$ cat src/rtl/fetch_sequencer_pkg.sv
// Shared encodings and default instruction words for the IF-stage sequencer.
package fetch_sequencer_pkg;
  localparam logic [1:0] ST_BOOT = 2'd0;
  localparam logic [1:0] ST_RUN  = 2'd1;
  localparam logic [1:0] ST_HALT = 2'd2;

  localparam logic [31:0] NOP_WORD_DEF  = 32'h0000_0000;
  localparam logic [31:0] HALT_WORD_DEF = 32'hFFFF_FFFF;
endpackage

$ cat src/rtl/fetch_sequencer_incr.sv
// 32-bit PC incrementer; wraps modulo 2^32.
module incr (
  input  logic [31:0] a_i,
  output logic [31:0] y_o
);
  assign y_o = a_i + 32'd1;
endmodule

$ cat src/rtl/fetch_sequencer.sv
// IF-stage sequencer: owns the PC, loads the IF/ID latch, handles stall,
// branch redirect with flush, and HALT.
module fetch_sequencer
  import fetch_sequencer_pkg::*;
#(
  parameter logic [31:0] RESET_PC  = 32'd0,
  parameter logic [31:0] NOP_WORD  = NOP_WORD_DEF,
  parameter logic [31:0] HALT_WORD = HALT_WORD_DEF
) (
  input  logic        clk,
  input  logic        rst,
  input  logic        stall,
  input  logic        branch_taken,
  input  logic [31:0] branch_target,
  input  logic [31:0] instr_in,
  output logic [31:0] mem_addr,
  output logic [31:0] if_id_npc,
  output logic [31:0] if_id_instr,
  output logic        if_id_valid,
  output logic        halted,
  output logic [31:0] fetch_count
);
  logic [1:0]  state_q, state_d;
  logic [31:0] pc_q, pc_d;
  logic [31:0] npc_q, npc_d;
  logic [31:0] instr_q, instr_d;
  logic        valid_q, valid_d;
  logic        halted_q, halted_d;
  logic [31:0] cnt_q, cnt_d;
  logic [31:0] pc_inc;

  incr u_incr (.a_i(pc_q), .y_o(pc_inc));

  always_comb begin
    state_d  = state_q;
    pc_d     = pc_q;
    npc_d    = npc_q;
    instr_d  = instr_q;
    valid_d  = valid_q;
    halted_d = halted_q;
    cnt_d    = cnt_q;
    case (state_q)
      ST_BOOT: state_d = ST_RUN;
      ST_RUN: begin
        // Redirect beats stall: the word at the old pc is dropped.
        if (branch_taken) begin
          pc_d    = branch_target;
          instr_d = NOP_WORD;
          npc_d   = 32'd0;
          valid_d = 1'b0;
        end else if (!stall) begin
          instr_d = instr_in;
          npc_d   = pc_inc;
          valid_d = 1'b1;
          pc_d    = pc_inc;
          cnt_d   = cnt_q + 32'd1;
          if (instr_in == HALT_WORD) begin
            state_d  = ST_HALT;
            halted_d = 1'b1;
          end
        end
      end
      ST_HALT: begin
        instr_d = NOP_WORD;
        npc_d   = 32'd0;
        valid_d = 1'b0;
      end
      default: state_d = ST_BOOT;
    endcase
  end

  always_ff @(posedge clk) begin
    if (rst) begin
      state_q  <= ST_BOOT;
      pc_q     <= RESET_PC;
      npc_q    <= 32'd0;
      instr_q  <= NOP_WORD;
      valid_q  <= 1'b0;
      halted_q <= 1'b0;
      cnt_q    <= 32'd0;
    end else begin
      state_q  <= state_d;
      pc_q     <= pc_d;
      npc_q    <= npc_d;
      instr_q  <= instr_d;
      valid_q  <= valid_d;
      halted_q <= halted_d;
      cnt_q    <= cnt_d;
    end
  end

  assign mem_addr    = pc_q;
  assign if_id_npc   = npc_q;
  assign if_id_instr = instr_q;
  assign if_id_valid = valid_q;
  assign halted      = halted_q;
  assign fetch_count = cnt_q;
endmodule

$ cat config.mk
export PLATFORM = sky130hd
export DESIGN_NAME = fetch_sequencer
export DESIGN_NICKNAME = d
export VERILOG_FILES = /design/src/rtl/fetch_sequencer_pkg.sv /design/src/rtl/fetch_sequencer_incr.sv /design/src/rtl/fetch_sequencer.sv
export SDC_FILE = /design/constraint.sdc
export NUM_CORES = 1
export LEC_CHECK = 0
export CAP_MARGIN = 20
export CORE_MARGIN = 2
export CORE_UTILIZATION = 43
export CTS_BUF_LIST = sky130_fd_sc_hd__clkbuf_2
export DETAILED_ROUTE_END_ITERATION = 7
export HOLD_SLACK_MARGIN = 0.03
export PLACE_DENSITY = 0.85
export REMOVE_ABC_BUFFERS = 1
export SYNTH_ARGS = -nofsm -noshare
export SYNTH_HDL_FRONTEND = slang
export SYNTH_SLANG_ARGS = --single-unit
$ cat constraint.sdc
create_clock -name clk -period 2.1 [get_ports clk]
set_input_delay 0.42 -clock clk [delete_from_list [all_inputs] [get_ports clk]]
set_output_delay 0.42 -clock clk [all_outputs]
set_load 0.05 [all_outputs]
Yosys cells after proc, flatten, opt, wreduce, memory -nomap -nowiden
Cells that the tools add are included.
{"block": "word_totals", "wordCells": 41, "input_bits": 68, "register_bits": 132, "output_inout_bits": 130}
{"block": "op_classes", "n_reduce_logical": 7, "n_mux": 14, "n_eq_ne": 8, "addsub": 2, "bitwise_logic": 3}
{"cell": "$mux W32", "count": 5}
{"cell": "$pmux W32 S2", "count": 2}
{"cell": "$add A32 B1 Y32 const B", "count": 2}
{"cell": "$eq A32 B32 Y1 const B", "count": 1}
{"cell": "$reduce_and A4 Y1", "count": 2}
{"cell": "$mux W2", "count": 3}
{"cell": "$ne A2 B2 Y1 const B", "count": 3}
{"cell": "$pmux W2 S3", "count": 1}
{"cell": "$reduce_and A2 Y1", "count": 2}
{"cell": "$ne A3 B3 Y1 const B", "count": 1}
{"cell": "$not A1 Y1", "count": 3}
{"cell": "$reduce_and A3 Y1", "count": 1}
{"cell": "$eq A2 B1 Y1 const B", "count": 1}
{"cell": "$eq A2 B2 Y1 const B", "count": 1}
{"cell": "$logic_not A2 Y1", "count": 1}
{"cell": "$mux W1", "count": 2}
{"cell": "$ne A2 B1 Y1 const B", "count": 1}
{"cell": "$pmux W1 S2", "count": 1}
{"cell": "$reduce_bool A2 Y1", "count": 1}

Depth between registers and ports, before layout
Gate-level depths: netlist (run 1).
{"block": "logic_depth", "word_depth": 5, "mapped_depth": 8, "mapped_depth_nobuf": 6}

Cells and area by module
From an unflattened synthesis (run 1), not the netlist that was laid out.
{"block": "hier_totals", "hier_cells": 660, "hier_area_um2": 5890.6}
{"mod": "fetch_sequencer", "area_per_inst_um2": 5206.2, "cells_per_inst": 564, "instances": 1, "seq_area_each_um2": 2642.5}
{"mod": "incr", "area_per_inst_um2": 684.4, "cells_per_inst": 96, "instances": 1, "seq_area_each_um2": 0.0}

Worst setup path after synthesis (run 1)
Ideal clock, no wire load.
{"block": "synth_path", "path_type": "reg-to-reg", "start": "register pc_q[0] (netlist: mem_addr[0])", "end": "register pc_q[14] (netlist: mem_addr[14])", "path_stages_with_launch": 8, "path_slack_ps": -202, "period_less_slack_ps": 2302, "path_buffers": 1, "t_arrival_ps": 2227, "required_time_ps": 2026, "setup_ps": 74, "path_cell_list": "dfxtp_1 -> ha_1 -> nand3_1 -> nor2_1 -> clkbuf_1 -> nand3_1 -> or3_1 -> a31oi_1"}
{"block": "synth_via", "elab_chain_len": 3}
{"element": "start: declaration", "line": "fetch_sequencer.sv:24", "rtl": "logic [31:0] pc_q, pc_d;"}
{"element": "start signal: assignment", "line": "fetch_sequencer.sv:83", "rtl": "pc_q <= pc_d;"}
{"element": "$add A32 B1 Y32", "line": "fetch_sequencer_incr.sv:6", "rtl": "assign y_o = a_i + 32'd1;"}
{"element": "$mux W32", "line": "fetch_sequencer.sv:51", "rtl": "end else if (!stall) begin"}
{"element": "$mux W32", "line": "fetch_sequencer.sv:46", "rtl": "if (branch_taken) begin"}
No other way between the ends. The select of a mux whose other input is x is not followed.
A chain may end at the register's enable or synchronous reset.

Worst setup path in the final report (run 1)
{"block": "layout_path", "start": "register state_q[1]", "end": "register cnt_q[27] (netlist: fetch_count[27])"}
{"block": "layout_via", "elab_chain_len": 2}
{"element": "start: declaration", "line": "fetch_sequencer.sv:23", "rtl": "logic [1:0] state_q, state_d;"}
{"element": "start signal: assignment", "line": "fetch_sequencer.sv:82", "rtl": "state_q <= state_d;"}
{"element": "$eq A2 B1 Y1", "line": "fetch_sequencer.sv:42", "rtl": "case (state_q)"}
{"element": "$reduce_and A3 Y1 (no source line)"}
{"element": "end signal: assignment", "line": "fetch_sequencer.sv:88", "rtl": "cnt_q <= cnt_d;"}
{"element": "end: declaration", "line": "fetch_sequencer.sv:29", "rtl": "logic [31:0] cnt_q, cnt_d;"}
No other way between the ends.

==> results.md, run 1 <==
- Die Wd: approximately 120 um
- Synth Area in Adders: less than 1%
- Post-synth ARST share: 0%
- Num CTS Buffers: 17
- Status: finished, final reports clean
- Buf/Inv on CP: 1
- Proportion of layout cells with a drive suffix above 1: 25.4%
- Commonest non-fill, non-tap cell in the layout: dfxtp_1
- H-tree levels: 4
- Leakage: 3.33 nW
- Slew HR: 53.0%
- Commonest non-fill, non-tap cells in the layout: dfxtp_1 (129), nor2_1 (103), clkbuf_2 (77)
- Period minus WS final: 2.05 ns
- Compound-gate portion of the synthesized area: about 17%
- Arrival time at the worst endpoint: 2.67 ns
- Clk Latency, worst-skew pair: ~0.74 ns
- WL/cell: 16.4 um
- Worst endpoint required time: 2.72 ns
- Worst path max stage delay: between 0.5 and 0.6 ns
- Rows: 43
- Final non-filler cell total: 1,141
- Crit path launch type: flop
- Pwr dens: around 580 nW/um^2
- Vias in the first global route: 6,064
- CP max stage cell: or4b_4
- Final setup skew: 0.0264 ns
- CTS tree: yes
- Post-synthesis simple-gate area fraction: 25.9%
- NumNets Final: 1,017
- Worst Path Max Fanout: 5
- Drt pass-1 iters: 5
- CP delay by family, top: simple AND/OR/NAND/NOR gates
- Port Buffers: roughly 200
- Synth Register Bits: 132
- Gate Count Post-Synth: 717
- Post-route DRC: 0
- Synth Area in XOR/XNOR: 7.91%
- Initial drt markers: 408
- Internal reg-to-reg setup slack: 0.05 ns
- Cells along the critical path: or4b_4, or4_4, buf_6, nor4_4, xnor2_1, nor2_1
- Synthesized area: 5980 sq um
- Largest net degree at the start of global routing: 70
- Max Fclk: 0.487 GHz
- Gr usage total: approximately a quarter
- Clock root buffer: clkbuf_2
- Starting Density: 43.6%
- Crit Path Class: flop to flop
- Setup-failing EPs final: 0
- Maximum VDD drop: 0.000405 V
- Die area: 14,900 sq um
- Total I/O pin count: a little under 200
- Ys flop type: dfxtp_1
- DP Worst Slack: -0.544 ns
- First-pass GRT wire length: 29,500 um
- Total number of vias: around 6,300
- Min-delay worst type: primary input to flop
- Worst hold slack: approximately 0.18 ns
- Count of cell types in the netlist: 54
- Final count of pins violating max slew: 0
- Overflow after GRT: 0
- Core box area: approximately 14,000 sq um
- EDFF count, synth: 0
- Total wire length: 18,700 um
- Clk buf depth: 2
- Vias per cell: about 5.5
- Chip Height: 122 um
- Largest family of logic cells by synthesized area: simple AND/OR/NAND/NOR gates
- Seq/Total Area, Yosys: 44.2%
- Max-cap violations: 0
- Setup crit end kind: flop
- Clock sinks: 132
- Syn Area/Cell: 8.34 sq um
- HPWL Detailed: 13,600 um
- RePlAce Congestion: 0.881
- Final worst setup slack: 0.0472 ns
- Tcrit/Tclk final: 97.8%
- Area growth syn-to-layout: 39.3%
- Clock slew at reported path FFs: 0.21 ns
- Initial antenna violation count: 1
- Hold Violations, Final: 0
- Synthesis Warnings: 0
- DP Cell Count: around 1,100
- Multiplexer area fraction after synthesis: 0.167%
- Least-Margin Pin Slew: 0.699 ns
- ANT nets after route: 0
## cell usage after synthesis (4+ instances only)
master    instances  area share [%]
o31ai_1           5            0.63
and3_1           11             1.2
and4_1            9             1.3
a21oi_1          25             2.1
clkbuf_1         43             2.7
nand4_1          31             3.2
xor2_1           19             2.8
nor4_2            4            0.84
a22oi_1          42             5.3
nor3b_1           4            0.50
nand2_1          67             4.2
nand3_1          25             2.1
a32o_1            6             1.0
and2_1            8            0.84
dfxtp_1         132              44
nor4_1           14             1.5
o21ai_0          41             3.4
nor2_1          104             6.5
or3_1             7            0.73
a31oi_1          11             1.2
a22o_1            4            0.59
xnor2_1          35             5.1
inv_1            11            0.69
nor3_1            8            0.67
## logic make-up (layout without fill, tap and decap cells)
logic type                 after synthesis  in the layout
AOI/OAI and AO/OA                      157            157
DFF                                    132            132
muxes                                    1              1
and+or+nand+nor                        309            309
xor gates and xnor gates                54             54
adders and majority gates                2              2
other                                    0              1
buffers and inverters                   62            305
## timing repair
item,in CTS,in global routing
endpoints found under the hold margin,7,0
gates resized for setup,262,171
setup endpoints to repair,119,124
pin swaps,2,2
gates cloned,0,0
hold buffers,1,0
setup buffers,0,1
## registers in the layout, summed over array words and instances, names as in the netlist
name,count
fetch_count,32
halted,1
if_id_instr,32
if_id_npc,32
if_id_valid,1
mem_addr,32
state_q,2
## where the power goes
group / switching (mW) / internal (mW) / leakage [nW] / total, mW
Sequential: 0.0527 / 2.57 / 1.07 / 2.62
Combinational: 0.480 / 0.302 / 2.14 / 0.782
Clock: 0.975 / 0.415 / 0.113 / 1.39
## tightest hold or removal path, stage by stage
cell     delay, ns
buf_2         0.10
buf_4         0.21
nand3_1       0.09
a31oi_1       0.07
## layer usage
layer  GRT usage [%]  wire (um)  vias to the layer above
met5               0          0                        -
met4            10.7        514                        0
met3            9.36       1620                       39
met2            40.3       8790                      235
met1            30.5       7810                     2990
li1                -          -                     3033
## cell type report
type / count / area [sq um]
Antenna cell: 1 / 2.50
Clock buffer: 18 / 90.1
Clock inverter: 14 / 115
Fill cell: 1262 / 5390
Inverter: 12 / 45.0
Multi-Input combinational cell: 523 / 3180
Sequential cell: 132 / 2650
Tap cell: 180 / 225
Timing Repair Buffer: 261 / 2020
## per-stage QoR
stage | instance area (sq um) | TNS [ns] | total power [mW] | utilization [%]
final | 8330 | 0 | 4.79 | 60.7
after global routing | 8330 | -0.0245 | 5.01 | 60.7
after CTS | 8750 | -0.000208 | 4.84 | 63.8
after detailed placement | 8460 | -11.07 | 3.48 | 61.7
after global placement | 8460 | -10.31 | 3.47 | 61.7
after floorplan | 5780 | -131.43 | 3.05 | -
## worst paths after layout
check                                                     to                       start  cells past startpoint
worst max register to register  fetch_count[27]$_SDFFE_PP0P_     state_q[1]$_SDFFE_PP0P_                      6
worst max-delay path            fetch_count[27]$_SDFFE_PP0P_     state_q[1]$_SDFFE_PP0P_                      6
worst min register to register    if_id_npc[31]$_SDFFE_PP0P_  if_id_npc[31]$_SDFFE_PP0P_                      2
worst min-delay path               mem_addr[24]$_SDFFE_PP0P_                branch_taken                      4
(Power assumes the default switching activity.)
==> inputs of run 2 (changes only) <==
--- a/config.mk
+++ b/config.mk
@@ -9,10 +9,12 @@
 export CORE_MARGIN = 2
 export CORE_UTILIZATION = 43
 export CTS_BUF_LIST = sky130_fd_sc_hd__clkbuf_2
+export CTS_CLUSTER_DIAMETER = 200
 export DETAILED_ROUTE_END_ITERATION = 7
 export HOLD_SLACK_MARGIN = 0.03
 export PLACE_DENSITY = 0.85
 export REMOVE_ABC_BUFFERS = 1
 export SYNTH_ARGS = -nofsm -noshare
 export SYNTH_HDL_FRONTEND = slang
+export SYNTH_HIERARCHICAL = 1
 export SYNTH_SLANG_ARGS = --single-unit
==> run 2 against run 1 <==
- non-clock buffer count shrank 22
- global-route usage is 2.0 points lower
- register-to-register slack gained 0.07 ns
- clock-buffer cell count unchanged
- combinational power rose by 25%
- highest routed layer unchanged
- setup slack improved by 0.051 ns
- maximum frequency rose by 2.6%
- area after synthesis is 1.5% lower
- largest power group unchanged
- critical path depth is 5 lower
- hold slack got worse by 0.069 ns
- clock skew is 0.0073 ns higher
==> results.md, run 2 <==
- Status: finished, final reports clean
- Initial drt markers: 356
- H-tree levels: 4
- Hold Violations, Final: 0
- CP delay by family, top: buffers and inverters
- Port Buffers: 197
- Total I/O pin count: 198
- Crit path launch type: flop
- Count of cell types in the netlist: 40
- Clock slew at reported path FFs: ~0.19 ns
- Initial antenna violation count: 0
- Clock root buffer: clkbuf_2
- Design area: 8280 sq um
- Total negative slack: 0 ns
- Arrival time at the worst endpoint: between 1.5 and 2 ns
- Dpl cell area: 8260 sq um
- Final setup skew: 0.0337 ns
- Final non-filler cell total: 1,053
- Post-synth ARST share: 0%
- Synth top cells by count: dfxtp_1 (132), nor2_1 (111), a22oi_1 (63), mux2i_1 (33), a211oi_1 (32)
- Vias per cell: 5.48
- ANT nets after route: 0
- Worst Path Max Fanout: 2
- Chip Height: roughly 120 um
- Maximum VDD drop: a little under 0.0004 V
- EDFF count, synth: 0
- Final worst setup slack: 0.0984 ns
- Clock sinks: around 130
- Setup-failing EPs final: 0
- Num CTS Buffers: 17
- Syn Area/Cell: 8.93 sq um
- Met2 WL: roughly 8000 um
- Wire length on met1: around 7400 um
- Proportion of layout cells with a drive suffix above 1: 24.4%
- Clk Latency, worst-skew pair: 0.72 ns
- Cells along the critical path: clkdlybuf4s15_1
- Seq/Total Area, Yosys: 44.9%
- Ys flop type: dfxtp_1
- Pwr dens: approximately 600 nW/um^2
- Clk buf depth: 2
- Largest net degree at the start of global routing: 50
- Met3 WL: 1240 um
- Core box area: 13,300 sq um
- Synth Register Bits: roughly 130
- Period minus WS final: 2.00 ns
- Least-Margin Pin Slew: 0.601 ns
- Vias in the first global route: 5,464
- Max-cap violations: 0
- Commonest non-fill, non-tap cells in the layout: dfxtp_1 (131), nor2_1 (111), clkdlybuf4s50_1 (65)
- Total wire length: between 15,000 and 20,000 um
- Crit Path Class: flop to primary output
- # diodes: 0
- Min-delay worst type: primary input to flop
- Max layer used: met4
- Buf/Inv on CP: 1
- NumNets Final: 937
- Largest area contributor in the netlist: dfxtp_1
- Overflow after GRT: 0
- Final count of pins violating max slew: 0
- WL/cell: approximately 16 um
- Leakage: around 3.2 nW
- Die Wd: 121 um
- Worst endpoint required time: 1.68 ns
- Rows: 42
- Die area: 14,700 sq um
- Synthesis Warnings: 6
- Max Fclk: 0.500 GHz
- Post-route DRC: 0
- Area growth syn-to-layout: 40.6%
- Top post-synthesis cells by area: dfxtp_1 (45%), a22oi_1 (8.0%), nor2_1 (7.1%)
- Starting Density: 44.3%
- First-pass GRT wire length: roughly 27,000 um
- Cell with the most instances after synthesis: dfxtp_1
- Commonest non-fill, non-tap cell in the layout: dfxtp_1
- Tcrit/Tclk final: between 90% and 100%
- DP Worst Slack: -0.127 ns
- Share of the synthesized area in the top cell type: 44.9%
- CP max stage cell: clkdlybuf4s15_1
- Worst path max stage delay: 0.52 ns
- HPWL Detailed: between 10,000 and 15,000 um
- CTS tree: yes
- Gate Count Post-Synth: 660
- Slew HR: 60.0%
- Setup crit end kind: primary output
- DP Cell Count: approximately 1,000
- Synthesized area: about 5900 sq um
- Total number of vias: 5,775
- Gr usage total: 23.2%
- Drt pass-1 iters: 5
- RePlAce Congestion: around 0.82
run 2: changes by cell type after synthesis, moves of 9 or more:
cell,before,now
a22oi_1,42,63
clkbuf_1,43,29
a31oi_1,11,0
xnor2_1,35,13
nand2_1,67,20
a211oi_1,0,32
buf_2,3,12
nand4_1,31,18
mux2i_1,1,33
o21ai_0,41,12
run 2: final cells by class:
cell class / count / area [sq um]
Clock buffer: 18 / 90.1
Tap cell: 176 / 220
Clock inverter: 11 / 95.1
Inverter: 11 / 41.3
Fill cell: 1145 / 5010
Timing Repair Buffer: 239 / 2120
Sequential cell: 132 / 2640
Multi-Input combinational cell: 466 / 3070
run 2: final timing paths:
check                                               start                         end  slack [ns]  cells past startpoint
worst min register to register        halted$_SDFFE_PP0P_         halted$_SDFFE_PP0P_        0.49                      2
worst max-delay path            if_id_npc[5]$_SDFFE_PP0P_                if_id_npc[5]         0.1                      1
worst max register to register   mem_addr[1]$_SDFFE_PP0P_   mem_addr[27]$_SDFFE_PP0P_        0.12                      7
worst min-delay path                                  rst  if_id_npc[16]$_SDFFE_PP0P_        0.11                      2
run 2: what timing repair did:
item / CTS / global route
hold buffers: 0 / 0
resized for setup: 343 / 97
buffers inserted: 0 / 1
endpoints found under the setup margin: 125 / 74
pin swaps: 0 / 1
run 2: logic make-up after synthesis:
family / count (synthesis) / synth area share [%]
AO/OA/AOI/OAI: 145 / 17.1
XOR/XNOR: 39 / 5.80
adder cells (fa/ha/maj): 2 / 0.425
buffers and inverters: 62 / 4.27
flip-flops: 132 / 44.9
multiplexers: 34 / 5.80
AND/OR/NAND/NOR: 246 / 21.8
run 2: power breakdown:
group / switching (mW) / internal, mW
Sequential: 0.0705 / 2.59
Combinational: 0.599 / 0.379
Clock: 0.867 / 0.498
run 2: metal layers:
layer,track usage (%),vias up
met1,28.8,2722
met4,7.92,0
met3,8.27,25
met5,0,-
met2,37.5,192
li1,-,2836
run 2: metrics by stage:
step	hold WS [ns]	total power, mW	util, %
5_1_grt	0.0549	5.25	62.3
6_report	0.114	5.00	62.3
3_3_place_gp	0.463	3.72	62.1
3_5_place_dp	0.469	3.74	62.1
2_1_floorplan	0.477	3.23	-
4_1_cts	0.0334	5.07	64.2
